`src/rtl/param_datapath_core.sv`:
```
// Parametrised datapath core: register file, accumulator, ALU, zero flag and a timed memory-load path.
// Optional multiplier for opcode 8 is enabled by defining DATAPATH_MUL_EN.
module param_datapath_core #(
    parameter int unsigned DATA_W      = 16,
    parameter int unsigned NUM_REGS    = 8,
    parameter int unsigned REG_AW      = 3,
    parameter int unsigned ADDR_W      = 16,
    parameter int unsigned MEM_TIMEOUT = 15
) (
    input  logic              clk,
    input  logic              rst_n,
    input  logic              op_valid,
    output logic              op_ready,
    input  logic [3:0]        op_code,
    input  logic [REG_AW-1:0] op_reg,
    input  logic [DATA_W-1:0] op_imm,
    output logic              mem_req,
    output logic [ADDR_W-1:0] mem_addr,
    input  logic [DATA_W-1:0] mem_rdata,
    input  logic              mem_rvalid,
    output logic [DATA_W-1:0] ac_out,
    output logic [DATA_W-1:0] bus_out,
    output logic              z_flag,
    output logic              err,
    input  logic [REG_AW-1:0] reg_dbg_sel,
    output logic [DATA_W-1:0] reg_dbg_out
);

    localparam int unsigned     CntW    = $clog2(MEM_TIMEOUT + 1);
    localparam logic [CntW-1:0] CntMax  = CntW'(MEM_TIMEOUT);
    localparam logic [REG_AW:0] NumRegs = (REG_AW + 1)'(NUM_REGS);

    localparam logic [3:0] OpLdi    = 4'd1;
    localparam logic [3:0] OpWtr    = 4'd2;
    localparam logic [3:0] OpWta    = 4'd3;
    localparam logic [3:0] OpInc    = 4'd4;
    localparam logic [3:0] OpRst    = 4'd5;
    localparam logic [3:0] OpAdd    = 4'd6;
    localparam logic [3:0] OpSub    = 4'd7;
    localparam logic [3:0] OpLdm    = 4'd9;
    localparam logic [3:0] OpClrErr = 4'd10;
`ifdef DATAPATH_MUL_EN
    localparam logic [3:0] OpMul    = 4'd8;
`endif

    typedef enum logic [0:0] {StIdle, StMemWait} state_e;

    state_e              state_q, state_d;
    logic [DATA_W-1:0]   regs_q [NUM_REGS];
    logic [DATA_W-1:0]   regs_d [NUM_REGS];
    logic [DATA_W-1:0]   ac_q, ac_d, bus_q, bus_d;
    logic                z_q, z_d, err_q, err_d, req_q, req_d;
    logic [ADDR_W-1:0]   addr_q, addr_d;
    logic [CntW-1:0]     cnt_q, cnt_d;

    logic                reg_ok, dbg_ok;
    logic [DATA_W-1:0]   rd_val;
    logic                ac_wr, reg_wr;
    logic [DATA_W-1:0]   ac_wdata, reg_wdata;

    // Out-of-range indices read as zero; writes to them are dropped below.
    assign reg_ok = ({1'b0, op_reg} < NumRegs);
    assign dbg_ok = ({1'b0, reg_dbg_sel} < NumRegs);
    assign rd_val = reg_ok ? regs_q[op_reg] : '0;

`ifdef DATAPATH_MUL_EN
    logic [DATA_W-1:0] mul_res;
    assign mul_res = ac_q * rd_val;
`endif

    always_comb begin
        state_d   = state_q;
        regs_d    = regs_q;
        ac_d      = ac_q;
        bus_d     = bus_q;
        z_d       = z_q;
        err_d     = err_q;
        req_d     = req_q;
        addr_d    = addr_q;
        cnt_d     = cnt_q;
        ac_wr     = 1'b0;
        reg_wr    = 1'b0;
        ac_wdata  = '0;
        reg_wdata = '0;

        unique case (state_q)
            StIdle: begin
                if (op_valid) begin
                    case (op_code)
                        OpLdi: begin ac_wr = 1'b1; ac_wdata = op_imm; end
                        OpWtr: begin reg_wr = 1'b1; reg_wdata = ac_q; end
                        OpWta: begin ac_wr = 1'b1; ac_wdata = rd_val; end
                        OpInc: begin reg_wr = 1'b1; reg_wdata = rd_val + 1'b1; end
                        OpRst: begin reg_wr = 1'b1; reg_wdata = '0; end
                        OpAdd: begin ac_wr = 1'b1; ac_wdata = ac_q + rd_val; end
                        OpSub: begin ac_wr = 1'b1; ac_wdata = ac_q - rd_val; end
`ifdef DATAPATH_MUL_EN
                        OpMul: begin ac_wr = 1'b1; ac_wdata = mul_res; end
`endif
                        OpLdm: begin
                            req_d   = 1'b1;
                            addr_d  = ADDR_W'(rd_val);
                            cnt_d   = '0;
                            state_d = StMemWait;
                        end
                        OpClrErr: err_d = 1'b0;
                        default: ;
                    endcase
                end
            end
            StMemWait: begin
                // Data arriving on the timeout edge still completes the load.
                if (mem_rvalid) begin
                    ac_wr    = 1'b1;
                    ac_wdata = mem_rdata;
                    req_d    = 1'b0;
                    state_d  = StIdle;
                end else if (cnt_q + 1'b1 == CntMax) begin
                    req_d   = 1'b0;
                    err_d   = 1'b1;
                    state_d = StIdle;
                end else begin
                    cnt_d = cnt_q + 1'b1;
                end
            end
            default: state_d = StIdle;
        endcase

        if (ac_wr) begin
            ac_d  = ac_wdata;
            bus_d = ac_wdata;
            z_d   = (ac_wdata == '0);
        end
        if (reg_wr) begin
            bus_d = reg_wdata;
            if (reg_ok) regs_d[op_reg] = reg_wdata;
        end
    end

    always_ff @(posedge clk or negedge rst_n) begin
        if (!rst_n) begin
            state_q <= StIdle;
            for (int i = 0; i < int'(NUM_REGS); i++) regs_q[i] <= '0;
            ac_q    <= '0;
            bus_q   <= '0;
            z_q     <= 1'b0;
            err_q   <= 1'b0;
            req_q   <= 1'b0;
            addr_q  <= '0;
            cnt_q   <= '0;
        end else begin
            state_q <= state_d;
            regs_q  <= regs_d;
            ac_q    <= ac_d;
            bus_q   <= bus_d;
            z_q     <= z_d;
            err_q   <= err_d;
            req_q   <= req_d;
            addr_q  <= addr_d;
            cnt_q   <= cnt_d;
        end
    end

    assign op_ready    = (state_q == StIdle);
    assign mem_req     = req_q;
    assign mem_addr    = addr_q;
    assign ac_out      = ac_q;
    assign bus_out     = bus_q;
    assign z_flag      = z_q;
    assign err         = err_q;
    assign reg_dbg_out = dbg_ok ? regs_q[reg_dbg_sel] : '0;

endmodule

```
`config.mk`:
```
export PLATFORM = sky130hd
export DESIGN_NAME = param_datapath_core
export DESIGN_NICKNAME = d
export VERILOG_FILES = /design/src/rtl/param_datapath_core.sv
export SDC_FILE = /design/constraint.sdc
export NUM_CORES = 1
export LEC_CHECK = 0
export ABC_AREA = 0
export CAP_MARGIN = 10
export CORE_ASPECT_RATIO = 0.7
export CORE_MARGIN = 5
export CORE_UTILIZATION = 58
export DETAILED_ROUTE_END_ITERATION = 12
export PLACE_DENSITY = 0.9
export SETUP_SLACK_MARGIN = 0.05
export SLEW_MARGIN = 20
export SYNTH_ARGS = -nofsm -noshare
export SYNTH_HDL_FRONTEND = slang
export SYNTH_SLANG_ARGS = --single-unit
```
`constraint.sdc`:
```
create_clock -name clk -period 5.8 [get_ports clk]
set_input_delay 0.87 -clock clk [delete_from_list [all_inputs] [get_ports clk]]
set_output_delay 0.87 -clock clk [all_outputs]
set_load 0.01 [all_outputs]
```
After elaboration in Yosys (flattened, before gate mapping)
Index checks and enable logic that the tools add are counted.
{ "op_classes": {"add_sub_neg": 4, "n_lt_le_gt_ge": 3, "n_eq_ne": 17, "n_mux": 45, "bitwise": 3, "n_reduce_logical": 9} }
{ "op_table": {"columns": ["operator", "count"], "rows": [
  ["$mux 16", 11],
  ["$bwmux 128", 1],
  ["$bmux 16 s3", 2],
  ["$pmux 16 s2", 2],
  ["$pmux 16 s4", 1],
  ["$demux 16 s3", 1],
  ["$mux 1", 18],
  ["$add 16x1->16 const B", 1],
  ["$add 16x16->16", 1],
  ["$eq 4x3->1 const B", 4],
  ["$logic_not 16->1", 1],
  ["$mux 4", 4],
  ["$sub 16x16->16", 1],
  ["$eq 4x4->1 const B", 3],
  ["$eq 4x2->1 const B", 2],
  ["$ge 4x4->1 const B", 2],
  ["$not 3->4", 2],
  ["$pmux 1 s2", 4],
  ["$pmux 4 s2", 1],
  ["$reduce_and 4->1", 2],
  ["$ne 2x1->1 const B", 3],
  ["$ne 2x2->1 const B", 3],
  ["$reduce_and 3->1", 2],
  ["$add 4x1->4 const B", 1],
  ["8 further kinds", 8]
]} }
{ "word_totals": {"reg_bits": 184, "in_bits": 46, "output_inout_bits": 68, "word_cells": 97} }

Logic depth before layout (Yosys ltp)
Gate-level depths: netlist of run 1.
{ "depth": {"word_depth": 10, "ltp_mapped": 21, "ltp_nobuf": 18} }

Worst setup path after synthesis of run 1
OpenSTA, ideal clock, no wires.
{ "synth_path": {"kind": "input port to flip-flop", "startpoint": "input port op_reg[1]", "endpoint": "register z_q (netlist: z_flag)", "setup_ps": 92, "arrival_ps": 5139, "required_ps": 5708, "path_slack_ps": 569, "cell_stages": 18, "n_path_buf": 2, "path_cell_list": "buf_6 -> buf_8 -> mux4_1 -> mux2i_1 -> nand4_1 -> nor3_1 -> nand3_1 -> o21ai_0 -> xor2_1 -> ha_1 -> a21o_1 -> a21oi_1 -> o21ai_0 -> a2bb2oi_1 -> nor3b_1 -> or4b_1 -> or4_1 -> o31ai_2"} }
{ "synth_between": {"elab_chain_len": 9, "elab_cells_between_ends": 10, "cone_classes": "add/sub: 2; mux: 6; bitwise: 1; reduce/logical: 1"} }
{ "synth_lines": {"columns": ["item", "line_no", "rtl"], "rows": [
  ["from (decl)", "15", "input logic [REG_AW-1:0] op_reg,"],
  ["$not 3->4 (not written as such) (*)", "64", "assign rd_val = reg_ok ? regs_q[op_reg] : '0;"],
  ["$bmux 16 s3 (*)", "64", null],
  ["$mux 16 (not written as such) (*) (2 in a row)", "64", null],
  ["$sub 16x16->16 / $add 16x16->16 (equally long branches)", "96, 95", null],
  ["$pmux 16 s4 (*)", "89", "case (op_code)"],
  ["$mux 16 (*)", "88", "if (op_valid) begin"],
  ["$pmux 16 s2 (*)", "86", "unique case (state_q)"],
  ["$logic_not 16->1 (*)", "132", "z_d = (ac_wdata == '0);"],
  ["to (signal assigned)", "156", "z_q <= z_d;"],
  ["to (decl)", "52", "logic z_q, z_d, err_q, err_d, req_q, req_d;"]
]} }
Mark *: on every way between the ends. The rest lies on a longest branch, timed or not. The select of a mux whose other input is x is not followed.
A chain may end at the register's enable or synchronous reset.

Final worst setup path of run 1
Ends and elaborated chain as after synthesis.

==> summary by stage, run 1 <==
Critical path
Data arrives at the worst endpoint at 5.93 ns. In this run the register-to-register setup slack is 1.00 ns. The count of buffering cells on the critical path with inverters included is 2. The critical path is of the primary input to flop type. The slowest stage of the critical path belongs to the cell clkdlybuf4s50_1. The worst setup path is launched from a primary input. The delay of the slowest cell on the worst path is 0.56 ns. The cell family contributing the most delay on the critical path is simple AND/OR/NAND/NOR gates.

The signal on the critical path passes through clkdlybuf4s50_1 > buf_4 > mux4_1 > mux2i_1 > nand4_1 > nor3_2 > nand3_1 > o21ai_1 > xor2_1 > ha_1 > a21o_1 > a21oi_1 > o21ai_0 > a2bb2oi_1 > nor3b_2 > or4b_1 > or4_1 > o31ai_2. The endpoint class of the critical path is a flop. Along the worst path, the maximum fanout reaches 4. Data on the critical path is required at its endpoint by 6.16 ns.

Floorplanning
The height of the die is 124 um. The initial cell density of the core is 59.3%. The overall die area is 21400 um2. Measured along the x axis, the die boundary spans 173 um.

The count of standard-cell rows is 41. 114 I/O pins were placed. The area of the placeable core is 18200 um2.

Routing
The average detailed-routed wire length per instance is 23.5 um. In the routed design, unresolved DRC markers number 0. After detailed routing, the total wire length is 34900 um.

The first-pass iteration count of the detailed router is 9. The number of DRC markers in iteration 0 is 1515. Summing over every cut layer, the via total after detailed routing is 9983. The via density per instance is 6.73.

The remaining antenna violation count after routing is 0.

Outcome
The run finished with clean final reports.

CTS
After clock tree synthesis, the repair step resized 0 gates. TritonCTS built the clock tree. The clock transition at the register clock pins on the worst setup and hold paths after CTS is 0.08 ns.

The clock reaches the later pin of the worst-skew pair after 0.45 ns. The clock passes through at most 2 buffers. The total setup buffers inserted after CTS is 0. In this run the number of H-tree levels came out at 4. The buffer type at the clock tree root is clkbuf_16. The number of hold buffers added after cts is 0. The CTS sink count is 184.

TritonCTS created 17 clock buffers.

Power
The static leakage is 5.66 nW. Summing internal, switching and leakage power gives 3.63 mW. IR analysis of the VDD net gives a maximum drop of 0.218 mV.

In this run the power density over the cells is 279 nW/um2.

STA
Clock skew on the completed layout was measured at 0.0137 ns. The worst relative slew slack is 10.9%. The number of pins with negative max-slew slack in the final report came to 0. The final worst-path setup slack is 0.229 ns. Setup repair after global routing left no endpoint under its margin. The final setup violation count is 0.

The count of endpoints failing hold in the final timing report is 0. Static timing analysis puts the maximum clock frequency at 0.180 GHz. The time the final worst path needs with I/O delays and setup is 5.57 ns. The post-route clock period utilization is 96.0%.

The actual transition at the worst max-transition pin is 1.30 ns.

Final layout
Once layout is complete, the cells apart from fillers number 1483. In the final design database the tool counted 1300 nets. The synthesis-to-layout area growth is 20.7%. The library cell used most frequently in the layout, excluding fill and tap cells, is nand2_1.

The number of antenna repair diodes is 0. The filler cells instantiated in the layout total 1297. The post-route netlist has 15.1% of its cells at a drive strength greater than 1. After routing the design area is 13000 um2. The top cell types in the final layout, fill and taps aside, are nand2_1, dfrtp_1, o21ai_0. The end-of-flow core utilization is 71.6%.

Synthesis
The sequential element share of the synthesized area is 42.7%. For this run, asynchronously set or reset flops after synthesis account for 100%. The cell count after synthesis came out at 1110. The number of synthesized register bits is 184. The most used flip-flop cell after synthesis is dfrtp_1.

Counting every net in the synthesized netlist gives 1176. The number of warnings issued by yosys is 0. The average instance area after synthesis is 9.71 um2. The area of the mapped netlist is 10800 um2. In this run, synthesis inferred 0 flip-flops with an integrated enable.

The synthesized netlist contains 72 unique library cells.

GRT
Entering global routing, the biggest net connects 116 pins. The first-pass GRT wire length is 53900 um. The number of global-route vias before repair is 9627. Global routing finished with a remaining overflow of 0. Global routing used 32.6% of the available tracks. The number of antenna violations at the first check in global routing is 1.

Flow run
The max-cap violation count is 0.

Placement
The post-placement worst setup slack is -0.153 ns. The total half-perimeter wirelength after legalization and detailed placement is 24800 um. The count of buffers added on input and output ports is 113. In this run, placement finished with an instance count of 1451. At the end of routability-driven placement, the weighted congestion stood at 1.00.

In this run the cell area measured after placement is 12400 um2.

Hold path
The class of the most critical hold timing path is flop to flop.
stage by stage:
step	hold slack, ns	TNS, ns
final	0.487	0
after global routing	0.516	0
after CTS	0.494	0
after detailed placement	0.479	-0.153
after global placement	0.462	0
after floorplan	0.458	0
cells by family after synthesis:
family | Yosys count | share of synthesized area, %
buffers and inverters | 88 | 3.52
AND/OR/NAND/NOR | 361 | 14.9
adder cells (fa/ha/maj) | 20 | 2.39
AO/OA/AOI/OAI | 317 | 18.0
multiplexers | 107 | 15.8
flip-flops | 184 | 42.7
XOR/XNOR | 33 | 2.68
routing by layer:
layer	GRT usage, %	vias to the layer above	routed length, um
li1	-	4269	-
met1	45.4	4851	13900
met2	49.5	769	15300
met3	10.6	94	4830
met4	9.37	0	815
met5	0	-	0
synthesized netlist by cell type, drive strengths merged, types with 6 or more instances:
master	number	area, um2
nand2b	8	50.1
mux2i	27	283
buf	22	131
mux4	44	1000
nor2	54	203
a21oi	45	225
a22o	9	78.8
xnor2	21	184
o21ai	171	860
nand3	26	130
ha	19	238
a22oi	17	138
and2	7	43.8
nor3	10	50.1
nand3b	8	60.1
xor2	12	105
clkbuf	48	180
a21o	14	105
dfrtp	184	4600
a221o	6	60.1
nor2b	9	56.3
nand2	206	773
inv	18	67.6
mux2	36	413
path summary, 6_finish.rpt:
path	from	end	cells past startpoint
max	op_reg[1]	z_flag	18
min	mem_addr[4]	mem_addr[4]	2
max reg2reg	regs_q[97]	z_flag	16
min reg2reg	mem_addr[4]	mem_addr[4]	2
max in group asynchronous	rst_n	regs_q[42]	2
min in group asynchronous	rst_n	mem_req	1
area by class of cell:
class / instances / area, um2 / area share [%]
Clock buffer: 19 / 443 / 3.41
Timing Repair Buffer: 175 / 1630 / 12.5
Inverter: 18 / 67.6 / 0.519
Multi-Input combinational cell: 838 / 5820 / 44.8
Clock inverter: 13 / 144 / 1.11
Tap cell: 236 / 295 / 2.27
Sequential cell: 184 / 4600 / 35.4
registers in the layout (all words and copies together), names as in the netlist:
name / flops
cnt_q: 4
mem_req: 1
ac_out: 16
z_flag: 1
regs_q: 128
mem_addr: 16
state_q: 1
bus_out: 16
err: 1
where the power goes:
group | switching (mW) | internal, mW | total (mW) | leakage [nW]
Clock | 0.535 | 0.652 | 1.19 | 0.288
Sequential | 0.115 | 1.38 | 1.50 | 2.51
Combinational | 0.498 | 0.450 | 0.948 | 2.86
worst reg2reg max path, cell delays in order, from the launching register on:
cell and delay (ns):
dfrtp_1 0.41, mux2_2 0.29, a22oi_1 0.19, a2bb2oi_1 0.29, ha_1 0.31, nand2_1 0.07
o21ai_0 0.14, fa_1 0.46, nand2b_1 0.19, a21oi_1 0.19, xnor2_1 0.14, o221ai_1 0.14
a2111oi_1 0.52, nand4b_1 0.26, or4b_1 0.50, or4_1 0.42, o31ai_2 0.19
No activity file was read; power rests on OpenSTA's default activity.
==> run 2, diff against run 1 <==
CORE_UTILIZATION = 50   (was 58)
PLACE_DENSITY = 0.81   (was 0.9)
==> run 2 against run 1 <==
- register-to-register slack worse by 0.04 ns
- clock power is 4% higher
- first-iteration DRC count decreased by 8.0%
- global-route usage decreased by 4.1 points
- non-clock buffer count up 6
- sequential share of layout area is 0.28 points lower
- combinational power about the same
- worst setup slack gained 0.20 ns
- critical path type unchanged
- largest cell class unchanged
==> summary by stage, run 2 (synthesized netlist as in run 1, its figures left out) <==
STA
The number of pins with negative max-slew slack in the final report is 0. In the finished design, the share of the clock period the worst path needs comes to 92.6%. The worst-case hold slack is 0.463 ns. Summed over all failing endpoints, the final setup total negative slack is 0 ns.

For this run, the top clock speed supported by timing is 0.186 GHz. The worst path meets setup with 0.429 ns of slack. The worst path needs 5.37 ns of the cycle, external delays included.

For the final database, setup skew stands at 0.0156 ns. The actual transition at the worst max-transition pin is 1.23 ns. The count of endpoints failing hold in the final timing report is 0. Setup repair after global routing left no endpoint under its margin. The worst relative slew slack is 17.1%. The final setup violation count is 0.

Routing
The number of DRC markers in iteration 0 is 1394. The average detailed-routed wire length per instance is 22.7 um. The count of unresolved DRC violations after routing is 0.

The total wire length is 34700 um. The routed layout has 9797 vias. The remaining antenna violation count after routing is 0. The pre-antenna-repair detailed-routing pass consisted of 6 iterations. The via density per instance is 6.41.

GRT
For this run, the total global-route usage over all layers was measured as 28.5%. The total overflow left after global routing is 0. The number of antenna violations at the first check in global routing is 0.

Entering global routing, the biggest net connects 84 pins. The number of global-route vias before repair is 9474. The first-pass GRT wire length is 54400 um.

CTS
The tree is rooted in a clkbuf_16. Post-CTS timing repair inserted 0 buffers for setup. After clock tree synthesis, the clock-pin slew on the worst setup and hold paths is 0.07 ns. TritonCTS built the clock tree.

The H-tree was split into 4 levels. The maximum buffer depth of the clock tree is 2. Clock tree synthesis found a total of 184 sinks. The number of clock buffers added by TritonCTS is 17. At the later pin of the worst-skew pair, clock insertion delay measures 0.45 ns.

Placement
The congestion estimate from routability-driven global placement came to 0.991. The HPWL after detailed placement is 24700 um. In this run the tool buffered the top-level ports with 113 buffer cells. At the placement stage, the worst setup path has a slack of -0.164 ns.

Final layout
The share of layout cells above drive strength 1 is 15.2%. The library cell used most frequently in the layout, excluding fill and tap cells, is nand2_1. At the end of the flow, the number of nets in the layout was 1306.

Leaving out fill and tap cells, the most frequent cells in the layout are nand2_1, dfrtp_1, o21ai_0. The synthesis-to-layout area growth is 21.7%. The number of antenna repair diodes is 0. regs_q holds more flip-flops than any other register.

The layout has 1679 filler cells. The flip-flop count of the largest register, all copies and words added is 128.

Critical path
The data required time at the worst endpoint is 6.16 ns. Traced cell by cell, the critical path runs through clkdlybuf4s50_1 > buf_12 > inv_1 > nor3_1 > a211oi_2 > ha_1 > nand2_1 > o21ai_0 > inv_1 > ha_1 > nor2b_1 > o31ai_1 > a21oi_1 > a31oi_1 > xor2_1 > o21ai_0 > or4b_1 > or4_1 > o31ai_2. The maximum net fanout on the critical path is 16.

The worst setup path is captured at a flop. For this run, the slowest stage of the critical path takes 0.56 ns. The slowest stage of the critical path is the or4b_1 cell. The number of buffers and inverters on the critical path is 4. The cell family with the largest share of critical-path delay is compound AO/OA/AOI/OAI gates.

At the worst endpoint, the arrival time is 5.73 ns. The category of the most critical setup path is primary input to flop. The type of origin of the critical path is a primary input.

Power
The static leakage is 5.71 nW. Across the VDD grid, the largest voltage drop is 0.272 mV. Dividing total power by cell area gives a power density of 280 nW/um2.

Outcome
The run finished with clean final reports.

Flow run
The max-cap violation count is 0.

Floorplanning
The total area inside the core boundary comes to 21000 um2. The height of the die is 133 um. The number of top-level pins is 114. From left edge to right edge, the die measures 185 um.

The initial cell density of the core is 51.4%. The count of standard-cell rows is 44. The die covers 24600 um2.

Hold path
In this run the worst hold path is classified as primary input to asynchronous set/reset pin.
==> run 2: changes by cell type in the layout (fill, tap and decap cells not counted), moves of 2 or more <==
cell | previous run | this run
o21ai_0 | 166 | 168
inv_6 | 4 | 2
buf_4 | 59 | 65
o21ai_1 | 4 | 2
==> run 2: cell type report <==
type | instances | area [um2] | share of cell area (%)
Multi-Input combinational cell | 838 | 5820 | 44.4
Sequential cell | 184 | 4600 | 35.1
Timing Repair Buffer | 181 | 1670 | 12.8
Clock buffer | 21 | 460 | 3.51
Tap cell | 276 | 345 | 2.63
Clock inverter | 10 | 144 | 1.10
Inverter | 18 | 67.6 | 0.515
==> run 2: final timing paths <==
path	depth (start not counted)	slack, ns	startpoint	end
max	19	0.43	op_reg[0]	z_flag
min	1	0.46	rst_n	mem_req
max reg2reg	17	0.96	regs_q[33]	z_flag
min reg2reg	2	0.50	bus_out[8]	bus_out[8]
max in group asynchronous	2	4.11	rst_n	regs_q[71]
min in group clk	2	0.50	bus_out[8]	bus_out[8]
==> run 2: metal layers <==
metal	vias up	wire length, um	global-route usage [%]	part of all wire, %
li1	4294	-	-	-
met1	4845	14800	42.3	43
met2	602	15000	40.1	43
met3	56	4370	10.0	13
met4	0	541	6.64	1.6
met5	-	0	0	0
==> run 2: power by group <==
group          total (mW)  internal (mW)  switching (mW)
logic               0.947          0.455           0.492
clock network        1.24          0.703           0.533
registers            1.49           1.38           0.108
total                3.67           2.54            1.13
==> run 2: through the flow <==
stage | instances | area (um2) | util (%) | power, mW
2_1_floorplan | 1110 | 10800 | - | 1.99
3_3_place_gp | 1497 | 12500 | 59.5 | 2.40
3_5_place_dp | 1497 | 12500 | 59.5 | 2.43
4_1_cts | 1528 | 13100 | 62.4 | 3.66
5_1_grt | 1528 | 13100 | 62.5 | 3.82
6_report | 1528 | 13100 | 62.5 | 3.67
==> run 2: what timing repair did <==
item | 4_1_cts | 5_1_grt
hold endpoints to repair | 0 | 0
endpoints found under the setup margin | 0 | 1
resized for setup | 0 | 3
hold buffers | 0 | 0
